File: src/rtl/fetch_stage.sv
// Instruction-fetch stage with IF/ID pipeline register for the 5-stage RV32I core.
// Keeps a single request outstanding to a variable-latency instruction memory.
module fetch_stage #(
    parameter int unsigned       XLEN     = 32,
    parameter logic [XLEN-1:0]   RESET_PC = '0,
    parameter logic [31:0]       NOP      = 32'h0000_0013
) (
    input  logic            clk,
    input  logic            reset,
    input  logic            stallF,
    input  logic            stallD,
    input  logic            flushD,
    input  logic            PCSrcE,
    input  logic [XLEN-1:0] PCTargetE,
    output logic            imem_req,
    output logic [XLEN-1:0] imem_addr,
    input  logic            imem_rvalid,
    input  logic [31:0]     imem_rdata,
    output logic [XLEN-1:0] PCF,
    output logic [31:0]     InstrD,
    output logic [XLEN-1:0] PCD,
    output logic [XLEN-1:0] PCPlus4D,
    output logic            ValidD
);

    typedef enum logic [1:0] {
        S_ISSUE = 2'd0,
        S_WAIT  = 2'd1,
        S_HOLD  = 2'd2
    } state_t;

    state_t          state_q, state_d;
    logic [XLEN-1:0] pcF_q, pcF_d;
    logic            discard_q, discard_d;
    logic [31:0]     holdInstr_q, holdInstr_d;
    logic [31:0]     instrD_q, instrD_d;
    logic [XLEN-1:0] pcD_q, pcD_d;
    logic [XLEN-1:0] pcPlus4D_q, pcPlus4D_d;
    logic            validD_q, validD_d;

    logic            load;
    logic [31:0]     loadInstr;
    logic [XLEN-1:0] pcPlus4;

    assign pcPlus4   = pcF_q + XLEN'(32'd4);
    assign imem_req  = reset & (state_q == S_ISSUE) & ~stallF & ~PCSrcE;
    assign imem_addr = pcF_q;
    assign PCF       = pcF_q;
    assign InstrD    = instrD_q;
    assign PCD       = pcD_q;
    assign PCPlus4D  = pcPlus4D_q;
    assign ValidD    = validD_q;

    always_comb begin
        state_d     = state_q;
        pcF_d       = pcF_q;
        discard_d   = discard_q;
        holdInstr_d = holdInstr_q;
        load        = 1'b0;
        loadInstr   = imem_rdata;

        case (state_q)
            S_ISSUE: begin
                if (PCSrcE) begin
                    pcF_d = PCTargetE;
                end else if (!stallF) begin
                    state_d = S_WAIT;
                end
            end
            S_WAIT: begin
                if (imem_rvalid) begin
                    if (PCSrcE) begin
                        pcF_d     = PCTargetE;
                        discard_d = 1'b0;
                        state_d   = S_ISSUE;
                    end else if (discard_q) begin
                        discard_d = 1'b0;
                        state_d   = S_ISSUE;
                    end else if (!stallD) begin
                        load    = 1'b1;
                        pcF_d   = pcPlus4;
                        state_d = S_ISSUE;
                    end else begin
                        holdInstr_d = imem_rdata;
                        state_d     = S_HOLD;
                    end
                end else if (PCSrcE) begin
                    // Redirect while the old fetch is still in flight: its response must be dropped
                    discard_d = 1'b1;
                    pcF_d     = PCTargetE;
                end
            end
            S_HOLD: begin
                if (PCSrcE) begin
                    pcF_d   = PCTargetE;
                    state_d = S_ISSUE;
                end else if (!stallD) begin
                    load      = 1'b1;
                    loadInstr = holdInstr_q;
                    pcF_d     = pcPlus4;
                    state_d   = S_ISSUE;
                end
            end
            default: state_d = S_ISSUE;
        endcase

        instrD_d   = instrD_q;
        pcD_d      = pcD_q;
        pcPlus4D_d = pcPlus4D_q;
        validD_d   = validD_q;
        if (flushD) begin
            instrD_d = NOP;
            validD_d = 1'b0;
        end else if (!stallD) begin
            if (load) begin
                instrD_d   = loadInstr;
                pcD_d      = pcF_q;
                pcPlus4D_d = pcPlus4;
                validD_d   = 1'b1;
            end else begin
                instrD_d = NOP;
                validD_d = 1'b0;
            end
        end
    end

    // A reset landing during WAIT leaves one response in flight; remember to drop it
    always_ff @(posedge clk) begin
        if (!reset) begin
            state_q     <= S_ISSUE;
            pcF_q       <= RESET_PC;
            discard_q   <= (state_q == S_WAIT);
            holdInstr_q <= '0;
            instrD_q    <= NOP;
            pcD_q       <= '0;
            pcPlus4D_q  <= '0;
            validD_q    <= 1'b0;
        end else begin
            state_q     <= state_d;
            pcF_q       <= pcF_d;
            discard_q   <= discard_d;
            holdInstr_q <= holdInstr_d;
            instrD_q    <= instrD_d;
            pcD_q       <= pcD_d;
            pcPlus4D_q  <= pcPlus4D_d;
            validD_q    <= validD_d;
        end
    end

endmodule

File: config.mk
export PLATFORM = sky130hd
export DESIGN_NAME = fetch_stage
export DESIGN_NICKNAME = d
export VERILOG_FILES = /design/src/rtl/fetch_stage.sv
export SDC_FILE = /design/constraint.sdc
export NUM_CORES = 1
export LEC_CHECK = 0
export BUFFER_PORTS_ARGS = -buffer_cell sky130_fd_sc_hd__buf_2
export CORE_MARGIN = 10
export CORE_UTILIZATION = 56
export DETAILED_ROUTE_END_ITERATION = 12
export PLACE_DENSITY = 0.95
export SLEW_MARGIN = 15
export SYNTH_ARGS = -nofsm -noshare
export SYNTH_HDL_FRONTEND = slang
export SYNTH_SLANG_ARGS = --single-unit
File: constraint.sdc
create_clock -name clk -period 3.61 [get_ports clk]
set_input_delay 0 -clock clk [delete_from_list [all_inputs] [get_ports clk]]
set_output_delay 0 -clock clk [all_outputs]
set_load 0.01 [all_outputs]
==> flow_summary.toml <==
[cts]
cts_tree = "built"
cts_num_sinks = 162
clk_latency_ps = 430
clkTransAtPathRegs_ps = 60
htree_num_levels = 4
cts_root_buffer = "clkbuf_16"
cts_inserted_buffers = 17
clockBufferDepth = 2
cts_resized = 0

[logic_synthesis]
syn-instance-count = 961
async_reset_ff_share_pct = 0
synth_area_per_cell_um2 = 8.13
synth.distinct_cells = 66
synth.top_cells.by_count = "nand2_1 (165), dfxtp_1 (161), a21oi_1 (103)"
synth_most_common_cell = "nand2_1"
synth_top_cell_by_area = "dfxtp_1"
ys_warn_count = 0
synth-seq-cells = 162
synth-edff-count = 1
synth_top_area_share_pct = 41.2
synthesis.area_um2 = 7810
synth_area_leaders = "dfxtp_1 (41%), nand2_1 (7.9%), a21oi_1 (6.6%)"
synth_flop_cell = "dfxtp_1"
seq_area_frac_synth_pct = 41.6
syn_nets = 1037

[timing]
finalHoldViolCount = 0
period_share_pct = 87.9
period_minus_slack_ps = 3170
fin_worst_skew_ps = 5.56
drv_slew = 0
max_freq_mhz = 315
rsz0062_at_grt = "false"
finalSetupTns_ps = 0
setup_viol = 0
slew_headroom_pct = 24.1
tightest_slew_ps = 1130
setup_ws_ps = 438

[min_path]
hp-class = "primary input to flop"

[detailed_routing]
vias_per_cell = 6.11
drtPass1Iterations = 6
num_vias = 8322
drt_iter0_drc = 1304
drc = 0
ant_nets = 0
post_drt_wl_per_cell_um = 20.0
drt_wl_total_um = 27200

[die]
initial_utilization_pct = 56.7
fp.dieW_um = 138
fp.dieArea_um2 = 19100
io_pins = 233
coreArea_um2 = 13800
dieHeight_um = 138
rows = 43

[setup_path]
crit_path_max_fanout = 22
cp_data_required_time_ps = 3980
worstSetupEndpointType = "flop"
cp.arrival_ps = 3540
path_class = "flop to flop"
startpoint_type = "flop"

[pwr]
total_power_mw = 4.24
vdd_drop_max_uv = 221
power.leakage_nw = 4.33
pwr_density_cell_nw_per_um2 = 430

[status]
status = "complete, no violations"

[global_route]
busiest_layer = "met2"
grt_first_pass_wirelength_um = 43100
track_usage_pct = 26.9
grt_util_met3_pct = 8.90
grt.overflow.total = 0
antenna_found_initial = 4
grtUsageMet2_pct = 41.6
use_met1_pct = 31.9
grt_pass1_vias = 7993
grt_max_degree = 79

[placed_design]
hpwl_um = 17400
pre_cts_ws_ps = 975
place.gp.congestion = 0.958
portBuffers = 232
placed_cells = 1269

[finish]
nets = 1240
fin_cells = 1361
drive_gt1_share_pct = 24.7
area_growth_pct = 26.1
finalCoreUtilization_pct = 71.5
fillers = 1039

[flow_run]
cap_violations = 0
[power by group]
part           switching, mW  total (mW)  internal, mW
combinational          0.337       0.584         0.247
sequential            0.0919        1.92          1.83
clock                  0.704        1.73          1.02
[flip-flops by register name, summed over array words and instances, names as in the netlist]
register     cells
state_q          2
PCF             32
PCD             32
ValidD           1
holdInstr_q     32
discard_q        1
InstrD          32
PCPlus4D        30
[worst max-delay path, stage by stage (launching register included)]
cell and delay (ps):
dfxtp_1 340, inv_1 90, ha_1 340, and4b_1 250, nor2_1 40, buf_4 230, a31oi_1 840, a22oi_1 240
a21oi_1 190, dlygate4sd3_1 560
[cell type report]
type                       count  area (µm²)  area share (%)
clock buffer                  29         551            5.59
inverter                       9        35.0           0.356
clock inverter                 2        15.0           0.152
antenna                        5        12.5           0.127
timing repair buffer         300        1810            18.4
sequential                   162        3250            33.0
multi-input combinational    674        3950            40.1
tap                          180         225            2.29
[cell families (layout without fill, tap and decap cells)]
logic type | count (synthesis) | after routing | synth area share (%)
simple gates | 342 | 342 | 20.3
compound gates | 261 | 261 | 21.2
flops | 162 | 162 | 41.6
buf+inv | 125 | 340 | 8.05
mux | 39 | 39 | 5.04
xor+xnor | 27 | 27 | 3.03
fa+ha+maj | 5 | 5 | 0.801
other cells | 0 | 5 | 0
[routing by layer]
metal | vias up | routed length (µm)
li1 | 3777 | -
met3 | 154 | 3020
met4 | 0 | 1450
met1 | 3794 | 10400
met2 | 597 | 12400
met5 | - | 0
[metrics by stage]
stage / instance area [µm²] / hold slack (ps)
global placement: 8710 / 207
global route: 9850 / 66.2
finish: 9850 / 34.1
detailed placement: 8710 / 218
CTS: 9840 / 13.6
floorplan: 7820 / 50.7
[path summary, 6_finish.rpt]
path              to          from  cells after the start  slack, ps
min reg2reg   PCD[4]        PCD[4]                      2        450
max          PCF[22]    state_q[1]                      9        440
max reg2reg  PCF[22]    state_q[1]                      9        440
min           PCF[5]  PCTargetE[5]                      3         30
[placed cells by master (no fill, tap or decap), types with 4 or more instances in the layout]
cell	instances
nand2_1	164
clkbuf_16	17
nor3_1	22
o31a_1	4
a2bb2oi_1	31
o21a_1	9
diode_2	5
o221ai_1	5
a211oi_1	8
a21oi_1	103
buf_4	12
and3_1	11
nand3_1	20
nor4_2	4
dlygate4sd3_1	56
dfxtp_1	161
inv_1	8
clkbuf_1	4
a31oi_1	5
and2_1	4
ha_1	5
xnor2_1	16
clkbuf_8	8
a22oi_1	6
xor2_1	11
nor4_1	10
o22ai_1	5
o21ai_0	52
mux2i_1	36
nand2b_1	5
nor2_1	66
nand4_1	13
buf_2	232
[timing repair]
item,in CTS,in global routing
endpoints found under the hold margin,85,0
setup buffers,0,0
hold buffers,56,0
(Power assumes the default switching activity.)
